[src/rtl/hazard_ctrl_if.sv]
// rtl/hazard_ctrl_if.sv - pipeline-side signal bundle for hazard_ctrl; HAZ_PERF_EN adds counter outputs
interface hazard_ctrl_if;
  logic [4:0]  id_rs;
  logic [4:0]  id_rt;
  logic [4:0]  id_ex_rs;
  logic [4:0]  id_ex_rt;
  logic        id_ex_memread;
  logic        ex_mem_regwrite;
  logic [4:0]  ex_mem_rd;
  logic        mem_wb_regwrite;
  logic [4:0]  mem_wb_rd;
  logic        ex_mem_memacc;
  logic        dmem_ready;
  logic        branch_taken;
  logic        pc_write;
  logic        if_id_write;
  logic        id_ex_bubble;
  logic        flush_if_id;
  logic        flush_id_ex;
  logic        flush_ex_mem;
  logic        pipe_hold;
  logic [1:0]  fwd_a;
  logic [1:0]  fwd_b;
  logic        mem_err;
`ifdef HAZ_PERF_EN
  logic [31:0] stall_cycles;
  logic [31:0] flush_count;
`endif

  modport slave (
    input  id_rs, id_rt, id_ex_rs, id_ex_rt, id_ex_memread,
    input  ex_mem_regwrite, ex_mem_rd, mem_wb_regwrite, mem_wb_rd,
    input  ex_mem_memacc, dmem_ready, branch_taken,
    output pc_write, if_id_write, id_ex_bubble,
    output flush_if_id, flush_id_ex, flush_ex_mem, pipe_hold,
    output fwd_a, fwd_b, mem_err
`ifdef HAZ_PERF_EN
    , output stall_cycles, flush_count
`endif
  );

  modport master (
    output id_rs, id_rt, id_ex_rs, id_ex_rt, id_ex_memread,
    output ex_mem_regwrite, ex_mem_rd, mem_wb_regwrite, mem_wb_rd,
    output ex_mem_memacc, dmem_ready, branch_taken,
    input  pc_write, if_id_write, id_ex_bubble,
    input  flush_if_id, flush_id_ex, flush_ex_mem, pipe_hold,
    input  fwd_a, fwd_b, mem_err
`ifdef HAZ_PERF_EN
    , input stall_cycles, flush_count
`endif
  );
endinterface

[src/rtl/hazard_ctrl.sv]
// rtl/hazard_ctrl.sv - forwarding, load-use stall, branch flush and memory-wait control; HAZ_PERF_EN adds perf counters
module hazard_ctrl #(
  parameter int LOAD_STALL_CYCLES = 1,
  parameter int MEM_TIMEOUT       = 255
) (
  input  logic          clk,
  input  logic          rst,
  hazard_ctrl_if.slave  hz
);

  typedef enum logic [1:0] {RUN, LDSTALL, MEMWAIT} state_t;

  localparam logic [2:0]  STALL_INIT = 3'(LOAD_STALL_CYCLES - 1);
  localparam logic [15:0] TIMEOUT    = 16'(MEM_TIMEOUT);

  state_t      state_q, state_d;
  logic [2:0]  stall_q, stall_d;
  logic [15:0] wait_q, wait_d;
  logic        err_q, err_set;

  logic        load_use, mem_wait;
  logic        do_run, do_ld;
  logic        pc_write, if_id_write, bubble, flush, hold;
  logic        pc_write_o, flush_o;

  // Operand source select: a younger producer (EX/MEM) shadows an older one (MEM/WB).
  function automatic logic [1:0] fwd_sel(input logic [4:0] src,
                                         input logic ex_we, input logic [4:0] ex_rd,
                                         input logic wb_we, input logic [4:0] wb_rd);
    if (ex_we && ex_rd != 5'd0 && ex_rd == src)      return 2'b10;
    else if (wb_we && wb_rd != 5'd0 && wb_rd == src) return 2'b01;
    else                                             return 2'b00;
  endfunction

  assign hz.fwd_a = fwd_sel(hz.id_ex_rs, hz.ex_mem_regwrite, hz.ex_mem_rd,
                            hz.mem_wb_regwrite, hz.mem_wb_rd);
  assign hz.fwd_b = fwd_sel(hz.id_ex_rt, hz.ex_mem_regwrite, hz.ex_mem_rd,
                            hz.mem_wb_regwrite, hz.mem_wb_rd);

  assign load_use = hz.id_ex_memread && (hz.id_ex_rt != 5'd0) &&
                    ((hz.id_ex_rt == hz.id_rs) || (hz.id_ex_rt == hz.id_rt));
  assign mem_wait = hz.ex_mem_memacc && !hz.dmem_ready;

  // Next-state and control outputs; a ready MEMWAIT reuses the RUN or LDSTALL decision.
  always_comb begin
    pc_write    = 1'b1;
    if_id_write = 1'b1;
    bubble      = 1'b0;
    flush       = 1'b0;
    hold        = 1'b0;
    state_d     = state_q;
    stall_d     = stall_q;
    wait_d      = wait_q;
    err_set     = 1'b0;
    do_run      = 1'b0;
    do_ld       = 1'b0;

    unique case (state_q)
      RUN:     do_run = 1'b1;
      LDSTALL: do_ld  = 1'b1;
      MEMWAIT: begin
        if (!hz.dmem_ready) begin
          hold        = 1'b1;
          pc_write    = 1'b0;
          if_id_write = 1'b0;
          if (wait_q != 16'hFFFF) wait_d = wait_q + 16'd1;
          if (wait_d == TIMEOUT) err_set = 1'b1;
        end else if (stall_q != 3'd0) begin
          do_ld = 1'b1;
        end else begin
          do_run = 1'b1;
        end
      end
      default: state_d = RUN;
    endcase

    if ((do_run || do_ld) && mem_wait) begin
      // Remaining stall count is left untouched so LDSTALL resumes afterwards.
      hold        = 1'b1;
      pc_write    = 1'b0;
      if_id_write = 1'b0;
      wait_d      = 16'd0;
      state_d     = MEMWAIT;
    end else if (do_run) begin
      if (hz.branch_taken) begin
        flush   = 1'b1;
        state_d = RUN;
      end else if (load_use) begin
        pc_write    = 1'b0;
        if_id_write = 1'b0;
        bubble      = 1'b1;
        stall_d     = STALL_INIT;
        state_d     = (STALL_INIT != 3'd0) ? LDSTALL : RUN;
      end else begin
        state_d = RUN;
      end
    end else if (do_ld) begin
      pc_write    = 1'b0;
      if_id_write = 1'b0;
      bubble      = 1'b1;
      if (stall_q != 3'd0) stall_d = stall_q - 3'd1;
      state_d     = (stall_q <= 3'd1) ? RUN : LDSTALL;
    end
  end

  assign pc_write_o       = rst ? 1'b1 : pc_write;
  assign flush_o          = rst ? 1'b0 : flush;
  assign hz.pc_write      = pc_write_o;
  assign hz.if_id_write   = rst ? 1'b1 : if_id_write;
  assign hz.id_ex_bubble  = rst ? 1'b0 : bubble;
  assign hz.flush_if_id   = flush_o;
  assign hz.flush_id_ex   = flush_o;
  assign hz.flush_ex_mem  = flush_o;
  assign hz.pipe_hold     = rst ? 1'b0 : hold;
  assign hz.mem_err       = err_q & ~rst;

  // State, stall/wait counters and the sticky timeout flag.
  always_ff @(posedge clk) begin
    if (rst) begin
      state_q <= RUN;
      stall_q <= 3'd0;
      wait_q  <= 16'd0;
      err_q   <= 1'b0;
    end else begin
      state_q <= state_d;
      stall_q <= stall_d;
      wait_q  <= wait_d;
      if (err_set) err_q <= 1'b1;
    end
  end

`ifdef HAZ_PERF_EN
  logic [31:0] stall_cnt, flush_cnt;

  // Free-running event counters; wrap naturally at 2^32.
  always_ff @(posedge clk) begin
    if (rst) begin
      stall_cnt <= 32'd0;
      flush_cnt <= 32'd0;
    end else begin
      if (!pc_write_o) stall_cnt <= stall_cnt + 32'd1;
      if (flush_o)     flush_cnt <= flush_cnt + 32'd1;
    end
  end

  assign hz.stall_cycles = stall_cnt;
  assign hz.flush_count  = flush_cnt;
`endif

endmodule

[src/flat_wrapper.sv]
// flat-port wrapper written by rule: the top's interface ports become plain ports
module hazard_ctrl_flat 
#(
  parameter int LOAD_STALL_CYCLES = 1,
  parameter int MEM_TIMEOUT       = 255
)
  (clk, rst, hz_id_rs, hz_id_rt, hz_id_ex_rs, hz_id_ex_rt, hz_id_ex_memread, hz_ex_mem_regwrite, hz_ex_mem_rd, hz_mem_wb_regwrite, hz_mem_wb_rd, hz_ex_mem_memacc, hz_dmem_ready, hz_branch_taken, hz_pc_write, hz_if_id_write, hz_id_ex_bubble, hz_flush_if_id, hz_flush_id_ex, hz_flush_ex_mem, hz_pipe_hold, hz_fwd_a, hz_fwd_b, hz_mem_err);
  hazard_ctrl_if hz_i ();
  input  logic clk;
  input  logic rst;
  input wire logic [$bits(hz_i.id_rs)-1:0] hz_id_rs;
  input wire logic [$bits(hz_i.id_rt)-1:0] hz_id_rt;
  input wire logic [$bits(hz_i.id_ex_rs)-1:0] hz_id_ex_rs;
  input wire logic [$bits(hz_i.id_ex_rt)-1:0] hz_id_ex_rt;
  input wire logic [$bits(hz_i.id_ex_memread)-1:0] hz_id_ex_memread;
  input wire logic [$bits(hz_i.ex_mem_regwrite)-1:0] hz_ex_mem_regwrite;
  input wire logic [$bits(hz_i.ex_mem_rd)-1:0] hz_ex_mem_rd;
  input wire logic [$bits(hz_i.mem_wb_regwrite)-1:0] hz_mem_wb_regwrite;
  input wire logic [$bits(hz_i.mem_wb_rd)-1:0] hz_mem_wb_rd;
  input wire logic [$bits(hz_i.ex_mem_memacc)-1:0] hz_ex_mem_memacc;
  input wire logic [$bits(hz_i.dmem_ready)-1:0] hz_dmem_ready;
  input wire logic [$bits(hz_i.branch_taken)-1:0] hz_branch_taken;
  output wire logic [$bits(hz_i.pc_write)-1:0] hz_pc_write;
  output wire logic [$bits(hz_i.if_id_write)-1:0] hz_if_id_write;
  output wire logic [$bits(hz_i.id_ex_bubble)-1:0] hz_id_ex_bubble;
  output wire logic [$bits(hz_i.flush_if_id)-1:0] hz_flush_if_id;
  output wire logic [$bits(hz_i.flush_id_ex)-1:0] hz_flush_id_ex;
  output wire logic [$bits(hz_i.flush_ex_mem)-1:0] hz_flush_ex_mem;
  output wire logic [$bits(hz_i.pipe_hold)-1:0] hz_pipe_hold;
  output wire logic [$bits(hz_i.fwd_a)-1:0] hz_fwd_a;
  output wire logic [$bits(hz_i.fwd_b)-1:0] hz_fwd_b;
  output wire logic [$bits(hz_i.mem_err)-1:0] hz_mem_err;
  assign hz_i.id_rs = hz_id_rs;
  assign hz_i.id_rt = hz_id_rt;
  assign hz_i.id_ex_rs = hz_id_ex_rs;
  assign hz_i.id_ex_rt = hz_id_ex_rt;
  assign hz_i.id_ex_memread = hz_id_ex_memread;
  assign hz_i.ex_mem_regwrite = hz_ex_mem_regwrite;
  assign hz_i.ex_mem_rd = hz_ex_mem_rd;
  assign hz_i.mem_wb_regwrite = hz_mem_wb_regwrite;
  assign hz_i.mem_wb_rd = hz_mem_wb_rd;
  assign hz_i.ex_mem_memacc = hz_ex_mem_memacc;
  assign hz_i.dmem_ready = hz_dmem_ready;
  assign hz_i.branch_taken = hz_branch_taken;
  assign hz_pc_write = hz_i.pc_write;
  assign hz_if_id_write = hz_i.if_id_write;
  assign hz_id_ex_bubble = hz_i.id_ex_bubble;
  assign hz_flush_if_id = hz_i.flush_if_id;
  assign hz_flush_id_ex = hz_i.flush_id_ex;
  assign hz_flush_ex_mem = hz_i.flush_ex_mem;
  assign hz_pipe_hold = hz_i.pipe_hold;
  assign hz_fwd_a = hz_i.fwd_a;
  assign hz_fwd_b = hz_i.fwd_b;
  assign hz_mem_err = hz_i.mem_err;
  hazard_ctrl #(.LOAD_STALL_CYCLES(LOAD_STALL_CYCLES), .MEM_TIMEOUT(MEM_TIMEOUT)) u_core (.clk(clk), .rst(rst), .hz(hz_i));
endmodule
[config.mk]
export PLATFORM = sky130hd
export DESIGN_NAME = hazard_ctrl_flat
export DESIGN_NICKNAME = d
export VERILOG_FILES = /design/src/rtl/hazard_ctrl_if.sv /design/src/rtl/hazard_ctrl.sv /design/src/flat_wrapper.sv
export SDC_FILE = /design/constraint.sdc
export NUM_CORES = 1
export LEC_CHECK = 0
export ABC_AREA = 1
export CAP_MARGIN = 25
export CORE_ASPECT_RATIO = 1.5
export CORE_MARGIN = 10
export CORE_UTILIZATION = 49
export DETAILED_ROUTE_END_ITERATION = 8
export PLACE_DENSITY = 0.85
export REMOVE_ABC_BUFFERS = 1
export SETUP_SLACK_MARGIN = 0.3
export SLEW_MARGIN = 20
export SYNTH_ARGS = -nofsm -noshare
export SYNTH_HDL_FRONTEND = slang
export SYNTH_SLANG_ARGS = --single-unit
[constraint.sdc]
create_clock -name clk -period 5.45 [get_ports clk]
set_input_delay 1.09 -clock clk [delete_from_list [all_inputs] [get_ports clk]]
set_output_delay 1.09 -clock clk [all_outputs]
set_load 0.01 [all_outputs]
==> results_dict.tcl <==
set metrics [dict create \
    status "complete, no violations" \
    layout_common_cells "nand2_1 (58), clkdlybuf4s50_1 (49), inv_1 (38)" \
    antenna_left 0 \
    grt-ovfl-total 0 \
    layoutNonFillerInstCount 413 \
    die_height_um 100 \
    routed_wl_um 5690 \
    grt_setup_unrepaired "false" \
    vias 2218 \
    max-clock-path-buffers 2 \
    crit_chain "clkdlybuf4s50_1 -> inv_1 -> nand2_1 -> nand2_1 -> nor2_1 -> nand3_1 -> nand2_1 -> nand2_1 -> nand2_1 -> nand2_1 -> nor2_1 -> clkdlybuf4s50_1" \
    cts_buffers 3 \
    drt-vias-per-instance 5.37 \
    worstPathArrival_ns 3.09 \
    clock.fmax_ghz 0.239 \
    io_buffers 49 \
    async_flop_share 0 \
    synth_cells 326 \
    final_common_cell "nand2_1" \
    drv_cap 0 \
    finalPower_uw 430 \
    path_clk_slew_ns 0.09 \
    grt_usage 0.158 \
    dp_hpwl_um 4570 \
    core_mm2 0.00421 \
    start_util 0.502 \
    startpoint_type "input pin" \
    power_switching_share 0.262 \
    drtIter0Drc 181 \
    htree_num_levels 1 \
    gp_congestion 0.968 \
    path_max_fanout 5 \
    first_pass_iters 5 \
    synth_edf_count 0 \
    combinationalPowerShare 0.242 \
    tightest_slew_ns 0.566 \
    intPower_uw 317 \
    drive_gt1_frac 0.109 \
    area_delta_synth_final_pct 25.6 \
    yosys_register_bits 22 \
    remaining_drc_errors 0 \
    layout_setup_ws_ns 1.27 \
    path_class "in2out" \
    period_needed_ns 4.18 \
    ff2ff_setup_slack_ns 3.38 \
    cts_sinks 22 \
    cp-endpoint "hz_id_ex_bubble" \
    power_density_mw_per_mm2 162 \
    syn_area_per_cell_um2 6.48 \
    wl_per_cell_um 13.8 \
    synth_cell_types 34 \
    nets 414 \
    min-delay-start "u_core.err_q$_SDFFE_PP0P_" \
    postCtsHoldBufs 0 \
    num_rows 29 \
    yosysSeqAreaShare 0.208 \
    finalSetupTns_ns 0 \
    antenna_found_initial 0 \
    cpMostUsedCell "nand2_1" \
    crit_start "hz_id_ex_rt[3]" \
    die_width_um 73.6 \
    period_share 0.767 \
    synthFlopType "dfxtp_1" \
    placed_cells 409 \
    required_ns 4.36 \
    hold_slack_ns 0.466 \
    post_cts_buffers 0 \
    clkPwrFrac 0.364 \
    setup_viol 0 \
    power.share.sequential 0.394 \
    grt_max_degree 23 \
    die_area_mm2 0.00739 \
    grt_pass1_wl_um 9800 \
    clk_latency_ns 0.27 \
    dp_slack_ns 1.26 \
    r2r-end "u_core.err_q$_SDFFE_PP0P_" \
    power_switching_uw 113 \
    slew_headroom 0.622 \
    ff2ff_path_depth 10 \
    grt_pass1_vias 2306 \
    finalHoldViolations 0 \
    io_pins 50 \
    crit_path_max_incr_delay_ns 0.63 \
    drv_slew 0 \
    cts_resized 0 \
    antennaDiodeCount 0 \
    cts_tree "yes" \
    skew_ns 0.00479 \
    p_leak_nw 1.13 \
    critPathSlowestCell "clkdlybuf4s50_1" \
    yosysWarnings 0 \
    min_path_type "reg2reg" \
    ir_drop_mv 0.151 \
    synth_area_mm2 0.00211 \
    crit_path_end_kind "primary output" \
    cts_root_buffer "clkbuf_8" \
    r2r-start "u_core.state_q[0]$_SDFFE_PP0P_" \
]
## power by group through the flow
stage	clock, mW	combinational, mW	sequential, mW
floorplan	0	0.0526	0.172
global placement	0	0.103	0.173
detailed placement	0	0.104	0.173
CTS	0.158	0.105	0.169
global route	0.166	0.116	0.170
finish	0.156	0.104	0.170
## synthesized netlist by cell type, types with 2 or more instances
cell,number,area (um2)
a31oi_1,6,37.5
dfxtp_1,22,440
nor3_1,6,30.0
nor2_1,36,135
a21oi_1,13,65.1
ha_1,8,100
o41ai_1,2,17.5
buf_4,3,22.5
nor4_1,3,18.8
inv_1,38,143
nand2_2,15,93.8
nand4_1,10,62.6
xnor2_1,17,149
nor2_4,2,22.5
nand3_2,3,30.0
nand3_1,21,105
xor2_1,15,131
inv_2,4,15.0
or2_2,4,25.0
a211oi_1,3,22.5
o21ai_0,15,75.1
nand2_1,58,218
clkbuf_1,2,7.51
nor2_2,6,37.5
clkbuf_2,4,20.0
buf_6,2,22.5
## routing by layer
layer	global-route usage	share of wire	vias to the layer above
li1	-	-	1138
met1	0.153	0.37	987
met2	0.290	0.51	76
met3	0.0503	0.081	17
met4	0.0734	0.035	0
met5	0	0	-
## registers in the layout (all words and copies together), names as in the netlist
signal	count
u_core.err_q	1
u_core.stall_q	3
u_core.state_q	2
u_core.wait_q	16
## kinds of logic (layout without fill, tap and decap cells)
logic type,after synthesis,after routing,synth area share
AO/OA/AOI/OAI,44,44,0.124
adder cells (fa/ha/maj),8,8,0.0474
AND/OR/NAND/NOR,166,166,0.376
XOR/XNOR,32,32,0.133
buffers and inverters,54,95,0.111
flip-flops,22,22,0.208
## area by class of cell
cell class                 count  area (um2)
timing repair buffer          49         490
inverter                      42         158
multi-input combinational    250        1440
fill                         374        1550
sequential                    22         440
clock buffer                   3        41.3
tap                           46        57.6
clock inverter                 1        30.0
## through the flow
step	instance area (um2)	utilization
6_report	2660	0.631
3_3_place_gp	2580	0.614
4_1_cts	2660	0.631
3_5_place_dp	2580	0.614
2_1_floorplan	2040	-
5_1_grt	2660	0.631
## worst max-delay path, delay by kind of cell
family	cells	cell delay (ns)
buffers and inverters	3	1.28
and+or+nand+nor	9	0.73
## worst min-delay path by stage
stage | end | slack [ns] | cells past startpoint
2_1_floorplan | u_core.err_q$_SDFFE_PP0P_ | 0.42 | 2
4_1_cts | u_core.err_q$_SDFFE_PP0P_ | 0.47 | 2
3_3_place_gp | u_core.err_q$_SDFFE_PP0P_ | 0.44 | 2
5_1_grt | u_core.err_q$_SDFFE_PP0P_ | 0.49 | 2
6_report | u_core.err_q$_SDFFE_PP0P_ | 0.47 | 2
3_5_place_dp | u_core.err_q$_SDFFE_PP0P_ | 0.44 | 2
Note: power is estimated with default switching activity, not from simulation.
